**src/rtl/fixed_mul_seq.sv**
```systemverilog
// Sequential signed fixed-point multiplier (Q(WIDTH-FRAC).FRAC).
// Shift-add over operand magnitudes, then sign restore with saturation to WIDTH bits.
module fixed_mul_seq #(
  parameter int WIDTH = 16,
  parameter int FRAC  = 8
) (
  input  logic                    clk,
  input  logic                    rst,
  input  logic                    start,
  input  logic signed [WIDTH-1:0] A,
  input  logic signed [WIDTH-1:0] B,
  output logic                    busy,
  output logic                    done,
  output logic signed [WIDTH-1:0] result,
  output logic                    overflow
);

  localparam int PW = 2 * WIDTH;
  localparam int CW = $clog2(WIDTH + 1);
  localparam logic [CW-1:0] LAST = CW'(WIDTH - 1);

  typedef enum logic [1:0] {IDLE, CALC, FIN} state_t;

  state_t           state;
  logic             sign;
  logic [PW-1:0]    mcand;
  logic [PW-1:0]    acc;
  logic [WIDTH-1:0] mplier;
  logic [CW-1:0]    cnt;
  logic [WIDTH:0]   sat;

  // Magnitude as unsigned: the most negative value maps exactly to 2^(WIDTH-1).
  function automatic logic [WIDTH-1:0] mag(input logic signed [WIDTH-1:0] v);
    logic [WIDTH-1:0] u;
    u = v;
    return v[WIDTH-1] ? (~u + 1'b1) : u;
  endfunction

  // Returns {overflow, result}: truncates the magnitude, reapplies sign, clamps.
  function automatic logic [WIDTH:0] saturate(input logic neg, input logic [PW-1:0] p);
    logic [PW-1:0] q;
    logic [PW-1:0] maxp;
    logic [PW-1:0] maxn;
    q    = p >> FRAC;
    maxp = {{(PW-WIDTH+1){1'b0}}, {(WIDTH-1){1'b1}}};
    maxn = maxp + 1'b1;
    if (!neg) begin
      if (q > maxp) return {1'b1, 1'b0, {(WIDTH-1){1'b1}}};
      else          return {1'b0, q[WIDTH-1:0]};
    end else begin
      if (q > maxn) return {1'b1, 1'b1, {(WIDTH-1){1'b0}}};
      else          return {1'b0, ~q[WIDTH-1:0] + 1'b1};
    end
  endfunction

  assign sat = saturate(sign, acc);

  always_ff @(posedge clk) begin
    if (rst) begin
      state    <= IDLE;
      busy     <= 1'b0;
      done     <= 1'b0;
      result   <= '0;
      overflow <= 1'b0;
      sign     <= 1'b0;
      mcand    <= '0;
      mplier   <= '0;
      acc      <= '0;
      cnt      <= '0;
    end else begin
      done <= 1'b0;
      case (state)
        // Capture operands; later changes on A/B have no effect.
        IDLE: begin
          if (start) begin
            sign   <= A[WIDTH-1] ^ B[WIDTH-1];
            mcand  <= {{WIDTH{1'b0}}, mag(A)};
            mplier <= mag(B);
            acc    <= '0;
            cnt    <= '0;
            busy   <= 1'b1;
            state  <= CALC;
          end
        end
        // One multiplier bit per cycle, exactly WIDTH iterations.
        CALC: begin
          if (mplier[0]) acc <= acc + mcand;
          mcand  <= mcand << 1;
          mplier <= mplier >> 1;
          cnt    <= cnt + 1'b1;
          if (cnt == LAST) state <= FIN;
        end
        // Scale, sign and clamp the full product; one-cycle done pulse.
        FIN: begin
          result   <= sat[WIDTH-1:0];
          overflow <= sat[WIDTH];
          done     <= 1'b1;
          busy     <= 1'b0;
          state    <= IDLE;
        end
        default: begin
          busy  <= 1'b0;
          state <= IDLE;
        end
      endcase
    end
  end

endmodule
```
**config.mk**
```make
export PLATFORM = sky130hd
export DESIGN_NAME = fixed_mul_seq
export DESIGN_NICKNAME = d
export VERILOG_FILES = /design/src/rtl/fixed_mul_seq.sv
export SDC_FILE = /design/constraint.sdc
export NUM_CORES = 1
export LEC_CHECK = 0
export CAP_MARGIN = 20
export CORE_ASPECT_RATIO = 0.8
export CORE_UTILIZATION = 30
export CTS_CLUSTER_SIZE = 14
export DETAILED_ROUTE_END_ITERATION = 6
export GPL_TIMING_DRIVEN = 0
export PLACE_DENSITY = 0.55
export SYNTH_ARGS = -nofsm -noshare
export SYNTH_HDL_FRONTEND = slang
export SYNTH_SLANG_ARGS = --single-unit
```
**constraint.sdc**
```tcl
create_clock -name clk -period 2.4 [get_ports clk]
set_clock_uncertainty 0.1 [all_clocks]
set_input_delay 0.6 -clock clk [delete_from_list [all_inputs] [get_ports clk]]
set_output_delay 0.6 -clock clk [all_outputs]
set_load 0.05 [all_outputs]
```
==> results.txt <==
Final WL = 20.3 mm
Root Driver = clkbuf_16
Fin nets = 1,026
RD Place Congestion = 0.856
Commonest non-fill, non-tap cell in the layout = nand2_1
Slew Limit Fails = 0
Tot Pwr = 3.92 mW
Final TNS setup = -3700 ps
Hold EP = mplier[0]$_SDFFE_PP0P_
Mapped Avg Cell Area = 7.72 sq um
Ys async rst share = 0
Share of post-route cells with drive strength above 1 = 0.249
Crit start category = flip-flop
Failing checks = setup timing
R2r startpoint = mcand[0]$_SDFFE_PP0P_
Top cell type's share of synthesized area = 0.325
CTS buffer count = 9
# rows = 48
Gr ovfl total = 0
Via count = 6,604
Hold WS = 372 ps
H-tree levels = 3
IO Pins = 54
Hold Startpoint = mplier[0]$_SDFFE_PP0P_
CP Capture Type = flip-flop
Int Pwr = 2.79 mW
Fillers = 2,164
Max Freq = 373 MHz
Initial Util = 0.306
Die height = 135 microns
Die W = 168 microns
Main area contributors after synthesis = dfxtp_1 (32%), ha_1 (6.8%), a21oi_1 (6.8%), nand2_1 (5.6%), nor2_1 (4.9%)
Port bufs = 52
Fin util = 0.419
Synth area leader = dfxtp_1
DR iter-0 viols = 438
Outcome = finished with violations
EDFF count, synth = 0
Worst-Margin Slew = 648 ps
Syn Nets = 927
Total track usage = 0.183
Combinational share of power = 0.161
Net Sw Power = 1.12 mW
Clk buf depth = 2
Antenna violations before repair = 0
Critical path required time = 2550 ps
Sequential power share = 0.475
WP data arrival = 2830 ps
Finish-stage setup viols = 25
Leakage power = 3.28 nW
Pwr per Cell Area = 434 nW/um^2
Vias per inst = 5.36
R2r worst-path depth = 12
Critical Path Fanout Max = 3
Reg-to-reg setup timing slack = -280 ps
Kind of critical path = flip-flop to flip-flop
Mapped cell area = 6600 sq um
Worst Hold Depth = 2
Antenna cells = 0
Most frequent cells in the layout = nand2_1 (94), nor2_1 (81), dfxtp_1 (78)
Antenna Violating Nets Remaining = 0
Final min period = 2680 ps
Die area = 22,600 sq um
RR Endpoint = acc[28]$_SDFFE_PP0P_
Fin. Hold Viols = 0
Post-synthesis sequential area ratio = 0.325
Main flop type after synthesis = dfxtp_1
Switching Fraction = 0.287
Core Box Area = 21,600 sq um
Yosys reg bits = 107
Syn Inst Count = 855
Post-route cell area = 9030 sq um
Number of remaining DRC errors = 0
Yosys warning count = 0
VDD IR max = 0.000320 V
Area Growth Syn to Fin = 36.9%
Drt wl/cell = 16.5 microns
RSZ-0062 raised after global routing = true
CTS Hold Buffers Added = 0
Clk pwr share = 0.364
Detail Placement HPWL = 14.2 mm
First-pass GRT wire length = 33.0 mm
Worst min path class = flip-flop to flip-flop
Fin crit share = 1.12
Worst setup margin = -284 ps
First-pass DRT Iterations = 5
Clock-pin slew on the worst setup and hold paths = 80 ps
Skew-Pair Late Insertion Delay = 360 ps
# clock sinks = 107
Largest net degree at the start of global routing = 17
Maximum capacitance violations = 0
Slew HR = 0.568
Unique cell type count in the Yosys netlist = 58
Post-DP Area = 7530 sq um
Vias in the first global route = 6,257
TritonCTS clock tree = built
## registers in the layout (all words and copies together), names as in the netlist
register / flops
acc: 32
mcand: 32
mplier: 16
result: 16
cnt: 5
state: 2
busy: 1
done: 1
overflow: 1
sign: 1
## logic make-up (layout without fill, tap and decap cells)
group / count (synthesis) / in the layout / share of synthesized area
flops: 107 / 107 / 0.325
fa+ha+maj: 37 / 37 / 0.0713
mux: 7 / 7 / 0.0108
buf+inv: 70 / 173 / 0.0410
simple gates: 320 / 320 / 0.234
compound gates: 263 / 263 / 0.251
xor+xnor: 51 / 51 / 0.0677
## layout make-up
class / instances / area, sq um / area share
clock inverter: 4 / 27.5 / 0.00305
tap: 275 / 344 / 0.0381
buffer: 44 / 199 / 0.0220
clock buffer: 11 / 243 / 0.0269
sequential: 107 / 2210 / 0.245
inverter: 14 / 57.6 / 0.00637
timing repair buffer: 100 / 906 / 0.100
multi-input combinational: 678 / 5050 / 0.559
## cells in the mapped netlist (6+ instances only)
master and count:
a221oi_1 8, nand4_1 7, inv_1 14, ha_1 36, nand3_1 29, a31oi_1 10
nand2_1 98, dfxtp_1 107, nor2_1 87, mux2i_1 6, xor2_1 14, nor3_1 23
o21ai_0 46, a22oi_1 38, and3_1 8, nor2b_1 9, o31ai_1 17, o21ai_1 6
or3_1 9, nand2b_1 12, buf_1 8, xnor2_1 37, clkbuf_1 47, a21oi_1 89
a21o_1 16
## stage by stage
stage | std cells | worst slack, ps
final | 1233 | -284
after global routing | 1233 | -368
after CTS | 1231 | -260
after detailed placement | 1182 | -955
after global placement | 1182 | -965
after floorplan | 855 | -128
## power by group through the flow
stage	combinational, mW	clock (mW)	sequential (mW)
after floorplan	0.338	0	1.90
after global placement	0.535	0	1.91
after global routing	0.693	1.53	1.87
after CTS	0.602	1.45	1.86
after detailed placement	0.538	0	1.91
final	0.630	1.43	1.86
## timing repair
item	in CTS	in global routing
resized for setup	189	77
endpoints found under the setup margin	73	70
gates cloned	2	0
setup buffers	40	6
pin swaps	61	36
## routing by layer
metal	share of wire	wire, microns	vias up	global-route usage
met5	0	0	-	0
met3	0.036	722	26	0.0308
met2	0.43	8740	150	0.284
li1	-	-	3303	-
met4	0.013	274	0	0.0438
met1	0.52	10600	3125	0.264
## worst max path at each step
stage                     depth (start not counted)             startpoint                     end
after floorplan                                  12    acc[9]$_SDFFE_PP0P_  result[2]$_SDFFE_PP0P_
after global placement                            5                  start       sign$_SDFFE_PP0P_
after detailed placement                          5                  start       sign$_SDFFE_PP0P_
after CTS                                        12  mcand[0]$_SDFFE_PP0P_    acc[28]$_SDFFE_PP0P_
after global routing                             12  mcand[0]$_SDFFE_PP0P_    acc[28]$_SDFFE_PP0P_
final                                            12  mcand[0]$_SDFFE_PP0P_    acc[28]$_SDFFE_PP0P_
## worst max-delay path, cell delays in order, from the launching register on
cell and delay, ps:
dfxtp_2 360, ha_4 140, inv_2 30, fa_2 360
nor2b_4 170, o2111ai_4 140, nand2_2 130, a21oi_4 90
o21ai_4 210, a311oi_4 150, o31ai_4 300, mux2i_1 100
a221o_1 260
No activity file was read; power rests on OpenSTA's default activity.
